`config.mk`:
```
export PLATFORM = sky130hd
export DESIGN_NAME = instr_fetch_flat
export DESIGN_NICKNAME = d
export VERILOG_FILES = /design/src/rtl/instr_fetch_pkg.sv /design/src/rtl/instr_fetch_if.sv /design/src/rtl/instr_fetch.sv /design/src/flat_wrapper.sv
export SDC_FILE = /design/constraint.sdc
export NUM_CORES = 1
export LEC_CHECK = 0
export ABC_CLOCK_PERIOD_IN_PS = 1700
export BUFFER_PORTS_ARGS = -buffer_cell sky130_fd_sc_hd__buf_2
export CAP_MARGIN = 40
export CELL_PAD_IN_SITES_DETAIL_PLACEMENT = 1
export CELL_PAD_IN_SITES_GLOBAL_PLACEMENT = 1
export CORE_MARGIN = 1.5
export CORE_UTILIZATION = 29
export CTS_BUF_LIST = sky130_fd_sc_hd__clkbuf_4
export DETAILED_ROUTE_END_ITERATION = 6
export PLACE_DENSITY = 0.81
export SLEW_MARGIN = 20
export SYNTH_ARGS = -nofsm -noshare
export SYNTH_HDL_FRONTEND = slang
export SYNTH_SLANG_ARGS = --single-unit
```
`constraint.sdc`:
```
create_clock -name i_clk -period 1.7 [get_ports i_clk]
set_clock_uncertainty 0.05 [all_clocks]
set_input_delay 0.085 -clock i_clk [delete_from_list [all_inputs] [get_ports i_clk]]
set_output_delay 0.085 -clock i_clk [all_outputs]
set_load 0.005 [all_outputs]
```
`src/rtl/instr_fetch_pkg.sv`:
```
`default_nettype none
// +----------------------------------------------------------------------+
// | fetch_pkg : shared types and constants for the instruction fetcher   |
// | Revision  : 1.0                                                      |
// +----------------------------------------------------------------------+
package fetch_pkg;

  localparam int c_INSTR_W         = 32;
  localparam int c_ADDR_W          = 64;
  localparam int c_DEFAULT_TIMEOUT = 255;

  typedef enum logic [1:0] {
    S_IDLE = 2'd0,
    S_REQ  = 2'd1,
    S_WAIT = 2'd2,
    S_HOLD = 2'd3
  } fetch_state_t;

  // Bit 0 is the MSB; 32-bit mode clears the upper half of the address.
  function automatic logic [0:c_ADDR_W-1] mask_addr(input logic [0:c_ADDR_W-1] addr,
                                                    input logic                  mode32);
    logic [0:c_ADDR_W-1] w_masked;
    w_masked = addr;
    if (mode32) begin
      w_masked[0:c_ADDR_W/2-1] = '0;
    end
    return w_masked;
  endfunction

  function automatic logic is_aligned(input logic [0:c_ADDR_W-1] addr);
    return addr[c_ADDR_W-2:c_ADDR_W-1] == 2'b00;
  endfunction

endpackage
`default_nettype wire

```
`src/rtl/instr_fetch_if.sv`:
```
`default_nettype none
// +----------------------------------------------------------------------+
// | instr_fetch_if : memory read request/response bus of the fetcher     |
// | Revision       : 1.0                                                 |
// +----------------------------------------------------------------------+
interface instr_fetch_if;
  import fetch_pkg::*;

  logic                  mem_req_valid;
  logic [0:c_ADDR_W-1]   mem_req_addr;
  logic                  mem_req_ready;
  logic                  mem_rsp_valid;
  logic [0:c_INSTR_W-1]  mem_rsp_data;
  logic                  mem_rsp_err;

  modport master (
    output mem_req_valid,
    output mem_req_addr,
    input  mem_req_ready,
    input  mem_rsp_valid,
    input  mem_rsp_data,
    input  mem_rsp_err
  );

  modport slave (
    input  mem_req_valid,
    input  mem_req_addr,
    output mem_req_ready,
    output mem_rsp_valid,
    output mem_rsp_data,
    output mem_rsp_err
  );

endinterface
`default_nettype wire

```
`src/rtl/instr_fetch.sv`:
```
`default_nettype none
// +----------------------------------------------------------------------+
// | instr_fetch : single-outstanding instruction fetch FSM with timeout  |
// | Revision    : 1.0                                                    |
// +----------------------------------------------------------------------+
module instr_fetch
  import fetch_pkg::*;
#(
  parameter int TIMEOUT_CYCLES = c_DEFAULT_TIMEOUT
) (
  input  wire logic                  i_clk,
  input  wire logic                  i_rst_n,
  input  wire logic                  i_32b_mode,
  input  wire logic [0:c_ADDR_W-1]   i_next_instr_addr,
  output logic                       o_stall,
  instr_fetch_if.master              mem,
  output logic [0:c_INSTR_W-1]       o_instr,
  output logic                       o_instr_valid,
  input  wire logic                  i_instr_ready,
  output logic                       o_fetch_err,
  output logic [0:c_ADDR_W-1]        o_fetch_addr
);

  localparam int               c_CNT_W    = $clog2(TIMEOUT_CYCLES + 1);
  localparam logic [c_CNT_W-1:0] c_CNT_LAST = c_CNT_W'(TIMEOUT_CYCLES - 1);

  fetch_state_t           r_state;
  logic [0:c_ADDR_W-1]    r_addr;
  logic [0:c_INSTR_W-1]   r_instr;
  logic                   r_instr_valid;
  logic                   r_req_valid;
  logic                   r_fetch_err;
  logic [c_CNT_W-1:0]     r_cnt;

  logic [0:c_ADDR_W-1]    w_addr_masked;
  logic                   w_next_aligned;

  assign w_addr_masked  = mask_addr(r_addr, i_32b_mode);
  assign w_next_aligned = is_aligned(i_next_instr_addr);

  assign o_stall           = !((r_state == S_HOLD) && i_instr_ready);
  assign mem.mem_req_valid = r_req_valid;
  assign mem.mem_req_addr  = w_addr_masked;
  assign o_instr           = r_instr;
  assign o_instr_valid     = r_instr_valid;
  assign o_fetch_err       = r_fetch_err;
  assign o_fetch_addr      = w_addr_masked;

  // Request valid is computed while loading the address so a misaligned
  // fetch never raises it, even for the single REQ cycle it spends there.
  always_ff @(posedge i_clk) begin
    if (!i_rst_n) begin
      r_state       <= S_IDLE;
      r_addr        <= '0;
      r_instr       <= '0;
      r_instr_valid <= 1'b0;
      r_req_valid   <= 1'b0;
      r_fetch_err   <= 1'b0;
      r_cnt         <= '0;
    end else begin
      r_fetch_err <= 1'b0;
      case (r_state)
        S_IDLE: begin
          r_addr      <= i_next_instr_addr;
          r_req_valid <= w_next_aligned;
          r_state     <= S_REQ;
        end
        S_REQ: begin
          if (!is_aligned(r_addr)) begin
            r_fetch_err <= 1'b1;
            r_state     <= S_IDLE;
          end else if (mem.mem_req_ready) begin
            r_req_valid <= 1'b0;
            r_cnt       <= '0;
            r_state     <= S_WAIT;
          end
        end
        S_WAIT: begin
          if (mem.mem_rsp_valid && !mem.mem_rsp_err) begin
            r_instr       <= mem.mem_rsp_data;
            r_instr_valid <= 1'b1;
            r_state       <= S_HOLD;
          end else if (mem.mem_rsp_valid || (r_cnt == c_CNT_LAST)) begin
            r_fetch_err <= 1'b1;
            r_state     <= S_IDLE;
          end else begin
            r_cnt <= r_cnt + 1'b1;
          end
        end
        S_HOLD: begin
          if (i_instr_ready) begin
            r_instr_valid <= 1'b0;
            r_addr        <= i_next_instr_addr;
            r_req_valid   <= w_next_aligned;
            r_state       <= S_REQ;
          end
        end
        default: r_state <= S_IDLE;
      endcase
    end
  end

endmodule
`default_nettype wire

```
`src/flat_wrapper.sv`:
```
// flat-port wrapper written by rule: the top's interface ports become plain ports
module instr_fetch_flat import fetch_pkg::*;
#(
  parameter int TIMEOUT_CYCLES = c_DEFAULT_TIMEOUT
)
  (i_clk, i_rst_n, i_32b_mode, i_next_instr_addr, o_stall, o_instr, o_instr_valid, i_instr_ready, o_fetch_err, o_fetch_addr, mem_mem_req_valid, mem_mem_req_addr, mem_mem_req_ready, mem_mem_rsp_valid, mem_mem_rsp_data, mem_mem_rsp_err);
  instr_fetch_if mem_i ();
  input  wire logic i_clk;
  input  wire logic i_rst_n;
  input  wire logic i_32b_mode;
  input  wire logic [0:c_ADDR_W-1] i_next_instr_addr;
  output logic o_stall;
  output logic [0:c_INSTR_W-1] o_instr;
  output logic o_instr_valid;
  input  wire logic i_instr_ready;
  output logic o_fetch_err;
  output logic [0:c_ADDR_W-1] o_fetch_addr;
  output wire logic [$bits(mem_i.mem_req_valid)-1:0] mem_mem_req_valid;
  output wire logic [$bits(mem_i.mem_req_addr)-1:0] mem_mem_req_addr;
  input wire logic [$bits(mem_i.mem_req_ready)-1:0] mem_mem_req_ready;
  input wire logic [$bits(mem_i.mem_rsp_valid)-1:0] mem_mem_rsp_valid;
  input wire logic [$bits(mem_i.mem_rsp_data)-1:0] mem_mem_rsp_data;
  input wire logic [$bits(mem_i.mem_rsp_err)-1:0] mem_mem_rsp_err;
  assign mem_mem_req_valid = mem_i.mem_req_valid;
  assign mem_mem_req_addr = mem_i.mem_req_addr;
  assign mem_i.mem_req_ready = mem_mem_req_ready;
  assign mem_i.mem_rsp_valid = mem_mem_rsp_valid;
  assign mem_i.mem_rsp_data = mem_mem_rsp_data;
  assign mem_i.mem_rsp_err = mem_mem_rsp_err;
  instr_fetch #(.TIMEOUT_CYCLES(TIMEOUT_CYCLES)) u_core (.i_clk(i_clk), .i_rst_n(i_rst_n), .i_32b_mode(i_32b_mode), .i_next_instr_addr(i_next_instr_addr), .o_stall(o_stall), .mem(mem_i), .o_instr(o_instr), .o_instr_valid(o_instr_valid), .i_instr_ready(i_instr_ready), .o_fetch_err(o_fetch_err), .o_fetch_addr(o_fetch_addr));
endmodule
```
== Word level (Yosys, flattened, before mapping) ==
Index checks and enable logic that the tools add are counted.

* Logic and storage cells: 63
* Output and inout port bits: 164
* Memory bits (read-only): 0
* Bits in latches: 0
* Bits of input ports: 103
* RAM bits: 0
* Memories kept: 0
* Flip-flop bits (word level): 109

* Equality and inequality tests: 12
* Reductions and logical operators: 18
* Multipliers: 0
* Add/sub/neg operators: 1
* Shift operators: 0
* $lt $le $gt $ge: 0
* Multiplexer cells: 25
* Div/mod/pow operators: 0
* Bitwise logic cells: 0

{| class="wikitable"
|+ Operators by type and width
! cell !! number
|-
| $pmux 64 s2 || 1
|-
| $mux 64 || 1
|-
| $mux 32 || 1
|-
| $mux 8 || 4
|-
| $pmux 8 s2 || 1
|-
| $mux 2 || 5
|-
| $add 8x1->8 const B || 1
|-
| $eq 8x8->1 const B || 1
|-
| $mux 1 || 8
|-
| $ne 2x2->1 const B || 4
|-
| $pmux 2 s4 || 1
|-
| $logic_not 2->1 || 3
|-
| $reduce_and 3->1 || 2
|-
| $reduce_bool 2->1 || 3
|-
| $reduce_and 5->1 || 1
|-
| $eq 2x2->1 const B || 2
|-
| $ne 2x1->1 const B || 2
|-
| $pmux 1 s2 || 2
|-
| $reduce_and 2->1 || 2
|-
| $reduce_and 4->1 || 1
|-
| $ne 3x1->1 const B || 1
|-
| $ne 3x3->1 const B || 1
|-
| $pmux 1 s3 || 1
|-
| $reduce_bool 3->1 || 1
|-
| 4 further kinds || 6
|}

== Logic depth before layout (Yosys ltp) ==
Gate-level depths: netlist of the first run.

* Depth in word-level cells: 5
* Depth in mapped cells: 9
* Mapped depth without buffers: 6

== Worst setup path before layout of the first run ==
OpenSTA, ideal clock, no wires.

* Path kind: register -> register
* From: register u_core.r_state[0]
* To: register u_core.r_state[1]
* Data arrival time: 1,611 ps
* Stages on the path, launching flop included: 8
* Path buffers: 1
* Period minus slack after synthesis: 1,732 ps
* Library setup time: 70 ps
* Data required time: 1,580 ps
* Setup slack: -32 ps
* Cell sequence: dfxtp_1 -> inv_1 -> ha_1 -> buf_2 -> nor2b_1 -> o21a_1 -> or4b_1 -> a21oi_1

* Cells in the longest elaborated chain, start to end: 3
* Elaborated cells between the ends (all ways): 9
* Classes of those cells: eq/ne (6); mux (1); reduce/logical (2)

{| class="wikitable"
|+ RTL lines
! element !! RTL line !! RTL
|-
| start: declaration || instr_fetch.sv:27 || <nowiki>fetch_state_t r_state;</nowiki>
|-
| start signal: assignment || instr_fetch.sv:53 || <nowiki>r_state <= S_IDLE;</nowiki>
|-
| start signal: assignment || instr_fetch.sv:66 || <nowiki>r_state <= S_REQ;</nowiki>
|-
| start signal: assignment || instr_fetch.sv:71 || <nowiki>r_state <= S_IDLE;</nowiki>
|-
| $eq 2x2->1 / $eq 2x1->1 (equally long branches) || instr_fetch.sv:62 || <nowiki>case (r_state)</nowiki>
|-
| $ne 3x1->1 (no source line), or another cell as far along || n/a ||
|-
| $reduce_and 3->1 (no source line) || n/a ||
|}

Several ways; a longest one is shown, not always the timed one.
A chain may end at the register's enable or synchronous reset.

== Worst setup path in the final report of the first run ==
Ends and elaborated chain as after synthesis.

==> results of run 1 <==
-- final cells by class --
cell class	count	area (um^2)	share of cell area
timing repair buffer	412	2840	0.373
inverter	8	33.8	0.00444
tap	225	282	0.0370
multi-input combinational	409	2140	0.282
sequential	109	2190	0.288
clock inverter	7	50.0	0.00658
clock buffer	9	67.6	0.00889
-- power breakdown --
group          internal, mW  switching, mW  leakage, nW
registers              2.79          0.149        0.895
logic                  1.02           1.01         2.62
clock network         0.308          0.933       0.0620
total                  4.11           2.09         3.58
-- kinds of logic after synthesis --
family                   synth area share
AND/OR/NAND/NOR                     0.234
buffers and inverters               0.178
AO/OA/AOI/OAI                       0.140
flip-flops                          0.430
adder cells (fa/ha/maj)            0.0172
-- synth_stat cells (3+ instances only) --
| master | instances |
|---|---|
| buf_1 | 4 |
| a21oi_1 | 102 |
| ha_1 | 7 |
| nand4_1 | 4 |
| o211ai_1 | 3 |
| buf_2 | 4 |
| nor3_1 | 3 |
| o21a_1 | 4 |
| nand2_1 | 203 |
| dfxtp_1 | 109 |
| o31ai_1 | 3 |
| o21ai_0 | 8 |
| clkbuf_1 | 30 |
| nand3_1 | 4 |
| inv_1 | 8 |
| buf_4 | 97 |
| or4b_1 | 3 |
| nor2b_1 | 36 |
| nor2_1 | 7 |
-- cell usage in the layout (no fill, tap or decap), types with 3 or more instances in the layout --
| cell type | n |
|---|---|
| buf_2 | 266 |
| nand2_1 | 201 |
| dfxtp_1 | 105 |
| dlygate4sd3_1 | 103 |
| a21oi_1 | 96 |
| nor2b_1 | 33 |
| buf_4 | 29 |
| clkbuf_4 | 9 |
| buf_12 | 8 |
| nor2_1 | 7 |
| a21oi_2 | 6 |
| o21ai_0 | 6 |
| ha_4 | 5 |
| nand4_1 | 4 |
| nand3_1 | 4 |
| buf_6 | 4 |
| inv_2 | 3 |
| inv_1 | 3 |
| o21a_1 | 3 |
| o211ai_1 | 3 |
| o31ai_1 | 3 |
| or4b_4 | 3 |
-- routing by layer --
layer	track usage	routed length (um)	vias up
li1	-	-	2624
met1	0.196	7490	2567
met2	0.376	9840	199
met3	0.0554	1270	16
met4	0.0627	206	0
met5	0	0	-
-- flip-flops by register name, summed over array words and instances, names as in the netlist --
signal	flops
u_core.r_cnt	8
u_core.o_fetch_err	1
u_core.r_addr	64
u_core.r_state	2
u_core.o_instr_valid	1
u_core.mem.mem_req_valid	1
u_core.o_instr	32
-- per-stage QoR --
step / cell area, um^2 / TNS, ps / total power, mW / hold WS [ps] / setup slack (ps)
after floorplan: 5080 / -7.87 / 4.05 / 158 / -3.93
after global placement: 6170 / -65.6 / 4.51 / 275 / -28.3
after detailed placement: 6170 / -394 / 4.54 / 282 / -97.2
after CTS: 7400 / -66.1 / 6.04 / 256 / -40.7
after global routing: 7600 / -948 / 6.59 / 272 / -104
final: 7600 / -154 / 6.20 / 325 / -60.9
-- final timing paths --
kind,endpoint,cells after the start
max,u_core.r_state[1],6
min,u_core.r_addr[57],4
max reg2reg,u_core.r_state[1],6
min reg2reg,u_core.r_addr[29],2
-- worst max-delay path, cell delays in order, from the launching register on --
cell and delay [ps]:
dfxtp_4 430, inv_2 70, ha_4 190, nor2b_4 130, o21a_1 130, or4b_4 550
a21oi_2 160
-- repair_timing --
item / 4_1_cts / 5_1_grt
hold buffers: 103 / 0
setup buffers: 4 / 4
setup endpoints to repair: 27 / 60
pin swaps: 8 / 14
endpoints found under the hold margin: 105 / 0
gates resized for setup: 13 / 31
cloned: 0 / 3
==> results.md, run 1 <==
- Layout cells sized above 1: 0.377
- Die Y: around 140 um
- Number of synthesis warnings: 0
- CP Data Arrival Time: ~2100 ps
- Slew @ Worst Pin: slightly below 500 ps
- Mapped Cells: 661
- Ys async rst share: 0
- Library cells used by synthesis: 38
- Via density per instance: 4.59
- Hold_sp: i_next_instr_addr[57]
- Dpl cells: between 1,000 and 1,500
- CTS tree: built
- DR DRC count: 0
- Worst-path clk slew: between 150 and 200 ps
- Number of I/O pins: roughly 270
- Area of the core: between 0.015 and 0.02 mm^2
- RR Startpoint: u_core.r_state[0]
- Cts bufs inserted: 9
- Period utilisation layout: 1.04
- DRT antenna net count: 0
- Chip width: 135 um
- Detailed-route via count: about 5,400
- Synth Flop Type: dfxtp_1
- Largest net degree at the start of global routing: 43
- GR Overflow Total: 0
- Die Area: roughly 0.018 mm^2
- Vias in the first global route: about 5,700
- Outcome: complete, but fails checks
- Worst-Skew Late Latency: 470 ps
- Leakage: 3.58 nW
- Utilization after layout: 0.443
- First-pass GRT wire length: 27,900 um
- GRT Overall Usage: 0.193
- Longest Clk Path Bufs: 2
- Min Tclk post-route: ~1800 ps
- H-tree Lvls: 3
- First-pass DRT Iterations: 4
- Per-cell routed wire length: approximately 16 um
- Maximum vdd drop: slightly above 400 uV
- RSZ-0062 raised after global routing: true
- Nets: between 1,000 and 1,500
- Syn Nets: approximately 770
- Max-cap violations: 0
- Post-synthesis register bit count: between 100 and 150
- PwrDens: between 800 and 900 mW/mm^2
- Synth area leader: dfxtp_1
- Area contributors post-synth: dfxtp_1 43%, nand2_1 15%, buf_4 14%, a21oi_1 10%, nor2b_1 4.4%
- Post-synth top area share: 0.430
- Filler cells: between 2,000 and 2,500
- Diode count: 0
- Detailed Place HPWL: around 11,000 um
- Largest fanout on the critical path: 8
- EDFF count, synth: 0
- FMAX: 568 MHz
- Mapped Area: about 0.0051 mm^2
- Initial antenna violation count: 0
- CP startpoint: u_core.r_state[0]
- Startpoint types: flop
- PnR worst setup slack: -60.9 ps
- Setup Viol. Count Final: 5
- Hold WC Path Type: input port to flop
- Final hold vios: 0
- Slew Limit Fails: 0
- Post-synthesis average cell area: 7.68 um^2
- Critical Path RT: 2060 ps
- Area grow syn2layout: 49.7%
- Rel. slew slack: 0.674
- Final wirelength: 18,800 um
- Routability cong.: just over 0.8
- Finished Layout Cells: ~1,200
- Failing checks: negative setup slack
- Critical path capture point type: flop
- DRT iter0 DRCs: about 150
- Sink Count: approximately 110
- Initial Util: 0.296
- Seq/Total Area, Yosys: 0.430
- Reg2reg setup slack: -60 ps
- Root Buffer: clkbuf_4
- Core Rows: between 40 and 50
- IO Port Bufs: about 270
- Crit Path Class: flop to flop
Note: power is estimated with default switching activity, not from simulation.
==> inputs of run 2 (changes only) <==
--- a/config.mk
+++ b/config.mk
@@ -5,16 +5,16 @@
 export SDC_FILE = /design/constraint.sdc
 export NUM_CORES = 1
 export LEC_CHECK = 0
-export ABC_CLOCK_PERIOD_IN_PS = 1700
+export ABC_CLOCK_PERIOD_IN_PS = 2000
 export BUFFER_PORTS_ARGS = -buffer_cell sky130_fd_sc_hd__buf_2
 export CAP_MARGIN = 40
 export CELL_PAD_IN_SITES_DETAIL_PLACEMENT = 1
 export CELL_PAD_IN_SITES_GLOBAL_PLACEMENT = 1
 export CORE_MARGIN = 1.5
-export CORE_UTILIZATION = 29
+export CORE_UTILIZATION = 32
 export CTS_BUF_LIST = sky130_fd_sc_hd__clkbuf_4
 export DETAILED_ROUTE_END_ITERATION = 6
-export PLACE_DENSITY = 0.81
+export PLACE_DENSITY = 0.84
 export SLEW_MARGIN = 20
 export SYNTH_ARGS = -nofsm -noshare
 export SYNTH_HDL_FRONTEND = slang
==> constraint.sdc (replaced) <==
create_clock -name i_clk -period 2 [get_ports i_clk]
set_clock_uncertainty 0.05 [all_clocks]
set_input_delay 0.1 -clock i_clk [delete_from_list [all_inputs] [get_ports i_clk]]
set_output_delay 0.1 -clock i_clk [all_outputs]
set_load 0.005 [all_outputs]
==> run 2 against run 1 <==
  * The run now ends clean
  * Combinational power is 25% lower
  * First-iteration DRC count rose by 57%
  * Global-route usage is 2.5 points higher
  * Sequential share of layout area is 1.5 points higher
  * Hold slack worse by 270 ps
  * Highest routed layer unchanged
==> results.md, run 2 (synthesis results as in run 1) <==
- Setup Viol. Count Final: 0 (-5)
- Hold_sp: mem_mem_req_ready
- Crit-path cells: inv_1 > ha_1 > nand4_1 > o21a_2 > or4b_1 > a21oi_1
- Int Pwr: 3.49 mW (-15%)
- Hold WC Path Type: input port to flop
- Clock power share: 0.222 (+0.022)
- Most frequent cells in the layout: 266 x buf_2, 203 x nand2_1, 109 x dfxtp_1
- Final hold vios: 0 (unchanged)
- Vias in the first global route: 5,559 (-1.7%)
- Layout cells sized above 1: 0.336 (-0.0411)
- Detailed-route via count: 5,338 (-1.3%)
- Die Y: 129 um (-4.7%)
- PnR worst setup slack: 39.5 ps (+100 ps)
- Finished Layout Cells: 1,139 (-3.4%)
- Period utilisation layout: 0.980 (-0.0555)
- Outcome: finished, final reports clean
- Root Buffer: clkbuf_4
- H-tree Lvls: 3 (unchanged)
- CP startpoint: u_core.r_cnt[0]
- DRT antenna net count: 0 (unchanged)
- Initial Util: 0.330 (+0.0347)
- Slew Limit Fails: 0 (unchanged)
- Buffers and inverters on the worst path: 1 (unchanged)
- Chip width: 129 um (-4.7%)
- Multi-input gate area: 0.00203 mm^2 (-5.2%)
- Rel. slew slack: 0.591 (-0.0835)
- Dpl cells: 1,016 (-3.1%)
- CP Data Arrival Time: 2300 ps (+180 ps)
- Area grow syn2layout: 41.6%
- CTS tree: built
- FMAX: 510 MHz (-10%)
- Per-cell routed wire length: 16.5 um (+3.2%)
- Crit path max-delay cell type: or4b_1
- Delay-heaviest family, CP: simple AND/OR/NAND/NOR gates
- Final instance area: 0.00719 mm^2 (-5.4%)
- RSZ-0062 raised after global routing: true
- Most common cell after layout, fill and taps aside: buf_2
- Startpoint types: flop
- Filler cells: 1,927 (-7.5%)
- Part of the power in registers: 0.482 (+0.009)
- IO Port Bufs: 266 (unchanged)
- Die Area: 0.0166 mm^2 (-9.2%)
- Worst-path clk slew: 170 ps (about the same)
- Utilization after layout: 0.468 (+0.0251)
- Top reg by flops: u_core.r_addr
- GRT Overall Usage: 0.219 (+0.0255)
- Net Sw Frac: 0.327 (-0.0105)
- PwrDens: 720 mW/mm^2 (-12%)
- Largest fanout on the critical path: 5 (-3)
- Placed Area: 0.00597 mm^2 (-3.3%)
- Number of I/O pins: 267 (unchanged)
- Largest net degree at the start of global routing: 46 (+7.0%)
- Max-cap violations: 0 (unchanged)
- Maximum vdd drop: 396 uV (-2.2%)
- Total power draw: 5.18 mW (-17%)
- Detailed Place HPWL: 11,300 um (+0.96%)
- First-pass GRT wire length: 28,200 um (+1.0%)
- Fin Hold WS: 53.9 ps (-271 ps)
- Psw: 1.69 mW (-19%)
- Sink Count: 109 (unchanged)
- Initial antenna violation count: 1 (+1)
- Comb pwr share: 0.296 (-0.031)
- Critical Path RT: 2340 ps (+280 ps)
- Leakage: 3.40 nW (-5.0%)
- Nets: 1,030 (-2.7%)
- RR Startpoint: u_core.r_cnt[0]
- Dpl ws: 22.1 ps (+119 ps)
- DRT iter0 DRCs: 232 (+57%)
- Core Rows: 45 (-6.3%)
- Setup TNS: 0 ps (+154 ps)
- Cts bufs inserted: 9 (unchanged)
- Register Area: 0.00218 mm^2 (-0.46%)
- Largest register FFs: 64 (unchanged)
- Slowest Stage Delay on Critical Path: 520 ps (-30 ps)
- First-pass DRT Iterations: 4 (unchanged)
- Routability cong.: 0.853 (+4.9%)
- Area of the core: 0.0154 mm^2 (-11%)
- Longest Clk Path Bufs: 2 (unchanged)
- Via density per instance: 4.69 (+2.2%)
- Final wirelength: 18,800 um (-0.27%)
- Slew @ Worst Pin: 614 ps (+127 ps)
- Worst-Skew Late Latency: 460 ps (about the same)
- Min Tclk post-route: 1960 ps (+200 ps)
- GR Overflow Total: 0 (unchanged)
- DR DRC count: 0 (unchanged)
- Critical path capture point type: flop
- Crit Path Class: flop to flop
[run 2: repair_timing]
| item | in CTS | in global routing |
|---|---|---|
| hold buffers | 100 | 0 |
| setup buffers | 0 | 4 |
| resized for setup | 1 | 7 |
| hold endpoints to repair | 107 | 0 |
| pin swaps | 0 | 2 |
| setup endpoints to repair | 1 | 13 |
[run 2: cell type report]
type	instances	share of cell area
timing repair buffer	383	0.353
antenna	3	0.00104
multi-input combinational	409	0.282
tap	211	0.0367
clock inverter	6	0.00888
inverter	8	0.00435
clock buffer	10	0.0104
sequential	109	0.304
[run 2: power by group through the flow]
stage               clock network (mW)  logic (mW)  registers, mW
floorplan                            0       0.939           2.50
global route                      1.29        1.68           2.52
finish                            1.15        1.53           2.50
detailed placement                   0        1.28           2.53
CTS                               1.21        1.44           2.48
global placement                     0        1.26           2.52
[run 2: path summary, 6_finish.rpt]
kind,to,slack [ps],cells past startpoint
setup / recovery,u_core.r_state[1],40,6
hold reg to reg,u_core.r_addr[29],410,2
hold / removal,u_core.mem.mem_req_valid,50,4
setup reg to reg,u_core.r_state[1],40,6
[run 2: layer usage]
metal,track usage,up-vias,share of wire
li1,-,2561,-
met1,0.223,2514,0.38
met2,0.415,219,0.52
met3,0.0565,44,0.066
met4,0.104,0,0.031
met5,0,-,0
[run 2: worst register-to-register path, stage by stage (launching register included)]
cell     delay (ps)
dfxtp_1         380
inv_1            90
ha_1            160
nand4_1         210
o21a_2          290
or4b_1          520
a21oi_1         180
==> inputs of run 3 (changes only) <==
--- a/config.mk
+++ b/config.mk
@@ -12,7 +12,7 @@
 export CELL_PAD_IN_SITES_GLOBAL_PLACEMENT = 1
 export CORE_MARGIN = 1.5
 export CORE_UTILIZATION = 32
-export CTS_BUF_LIST = sky130_fd_sc_hd__clkbuf_4
+export CTS_BUF_LIST = sky130_fd_sc_hd__clkbuf_8
 export DETAILED_ROUTE_END_ITERATION = 6
 export PLACE_DENSITY = 0.84
 export SLEW_MARGIN = 20
==> run 3 against run 2 <==
  * Worst setup slack gained 20 ps
  * First-iteration DRC count grew 37%
  * Non-clock buffer count shrank 5
  * Hold slack gained 39 ps
  * Fmax grew 1.0%
  * Via count grew 0.86%
  * Clock-buffer cell count is the same
  * Final cell count shrank 0.44%
  * Critical path type unchanged
  * Sequential power is essentially flat
==> results.md, run 3 (synthesis results as in run 1) <==
- Routability cong.: 0.853 (unchanged)
- Largest net degree at the start of global routing: 46 (unchanged)
- Per-cell routed wire length: 16.9 um (+2.4%)
- First-pass DRT Iterations: 4 (unchanged)
- Die Area: 0.0166 mm^2 (unchanged)
- Largest register FFs: 64 (unchanged)
- Via density per instance: 4.75 (+1.3%)
- Worst-path clk slew: 100 ps (-70 ps)
- Area grow syn2layout: 41.4%
- Period utilisation layout: 0.970 (-0.0100)
- Detailed Place HPWL: 11,300 um (unchanged)
- Worst Reg-to-Reg Cells: 6 (unchanged)
- Crit Path Class: flop to flop
- PwrDens: 751 mW/mm^2 (+4.3%)
- Fin Hold WS: 92.7 ps (+38.8 ps)
- Number of I/O pins: 267 (unchanged)
- Layout cells sized above 1: 0.335 (-0.00143)
- First-pass GRT wire length: 28,500 um (+1.1%)
- Max-cap violations: 0 (unchanged)
- Area of the core: 0.0154 mm^2 (unchanged)
- Crit-path cells: inv_1 > ha_2 > and4bb_2 > o22ai_1 > nor2_1 > a311oi_1
- Vias in the first global route: 5,566 (+0.13%)
- Longest Clk Path Bufs: 2 (unchanged)
- Worst-Skew Late Latency: 370 ps (-90 ps)
- Most frequent cells in the layout: 266 x buf_2, 203 x nand2_1, 109 x dfxtp_1
- CP Data Arrival Time: 2180 ps (-120 ps)
- Outcome: finished, final reports clean
- Most common cell after layout, fill and taps aside: buf_2
- Min Tclk post-route: 1940 ps (-20.1 ps)
- Root Buffer: clkbuf_8
- Multi-input gate area: 0.00201 mm^2 (-0.80%)
- Top reg by flops: u_core.r_addr
- CTS tree: built
- Hold Path Depth: 3 (-1)
- Chip width: 129 um (unchanged)
- RSZ-0062 raised after global routing: true
- Buffers and inverters on the worst path: 1 (unchanged)
- Slew @ Worst Pin: 634 ps (+19.5 ps)
- Hold WC Path Type: input port to flop
- DRT iter0 DRCs: 318 (+37%)
- Slowest Stage Delay on Critical Path: 440 ps (-80 ps)
- Rel. slew slack: 0.578 (-0.0130)
- GR Overflow Total: 0 (unchanged)
- Final wirelength: 19,100 um (+2.0%)
- Detailed-route via count: 5,384 (+0.86%)
- Register Area: 0.00218 mm^2 (unchanged)
- GRT Overall Usage: 0.221 (+0.00251)
- IO Port Bufs: 266 (unchanged)
- H-tree Lvls: 3 (unchanged)
- Final hold vios: 0 (unchanged)
- Total power draw: 5.39 mW (+4.2%)
- Delay-heaviest family, CP: compound AO/OA/AOI/OAI gates
- FMAX: 515 MHz (+1.0%)
- Nets: 1,025 (-0.49%)
- Setup Viol. Count Final: 0 (unchanged)
- Critical Path RT: 2240 ps (-100 ps)
- Startpoint types: flop
- Initial Util: 0.330 (unchanged)
- Sink Count: 109 (unchanged)
- Largest fanout on the critical path: 8 (+3)
- DR DRC count: 0 (unchanged)
- Initial antenna violation count: 0 (-1)
- Slew Limit Fails: 0 (unchanged)
- Filler cells: 1,928 (+0.052%)
- Maximum vdd drop: 307 uV (-23%)
- Critical path capture point type: flop
- Crit path max-delay cell type: dfxtp_1
- Stages on worst setup path: 6 (unchanged)
- Die Y: 129 um (unchanged)
- DRT antenna net count: 0 (unchanged)
- Leakage: 3.40 nW (about the same)
- Core Rows: 45 (unchanged)
- Cts bufs inserted: 9 (unchanged)
-- run 3: area by class of cell --
cell class                 count  area share
antenna                        3     0.00105
clock buffer                  10      0.0192
clock inverter                 6     0.00889
inverter                       8     0.00436
multi-input combinational    409       0.281
sequential                   109       0.304
tap                          211      0.0368
timing repair buffer         378       0.345
-- run 3: final timing paths --
kind | slack, ps | startpoint | end
max | 60 | u_core.r_state[1] | u_core.r_cnt[2]
min | 90 | i_instr_ready | u_core.o_instr_valid
max reg2reg | 60 | u_core.r_state[1] | u_core.r_cnt[2]
min reg2reg | 400 | u_core.r_addr[4] | u_core.r_addr[4]
-- run 3: timing repair --
| item | 4_1_cts | 5_1_grt |
|---|---|---|
| resized for setup | 1 | 5 |
| pin swaps | 0 | 1 |
| setup buffers | 0 | 2 |
| endpoints found under the hold margin | 98 | 0 |
| endpoints found under the setup margin | 1 | 11 |
| hold buffers | 97 | 0 |
-- run 3: per-layer routing --
layer  wire length [um]  GRT usage  up-vias
met4                677      0.116        0
met1               7310      0.226     2541
met5                  0          0        -
li1                   -          -     2551
met3               1370     0.0620       59
met2               9780      0.410      233
-- run 3: per-stage QoR --
| stage | utilization | cell area (um^2) | setup slack, ps | std cells | setup TNS [ps] |
|---|---|---|---|---|---|
| after floorplan | - | 5080 | 268 | 661 | 0 |
| after global placement | 0.388 | 5970 | 159 | 1016 | 0 |
| after detailed placement | 0.388 | 5970 | 22.1 | 1016 | 0 |
| after CTS | 0.465 | 7150 | 37.8 | 1129 | 0 |
| after global routing | 0.466 | 7170 | -30.9 | 1131 | -30.9 |
| final | 0.467 | 7180 | 59.5 | 1134 | 0 |
-- run 3: worst register-to-register path: stages, from the launching register on --
cell and delay (ps):
dfxtp_1 440, inv_1 100, ha_2 230, and4bb_2 240
o22ai_1 340, nor2_1 180, a311oi_1 280
-- run 3: power by group --
group,total (mW),switching [mW],leakage (nW),internal (mW)
Combinational,1.50,0.811,2.41,0.688
Sequential,2.50,0.134,0.893,2.36
Clock,1.40,0.784,0.104,0.613
Total,5.39,1.73,3.40,3.66
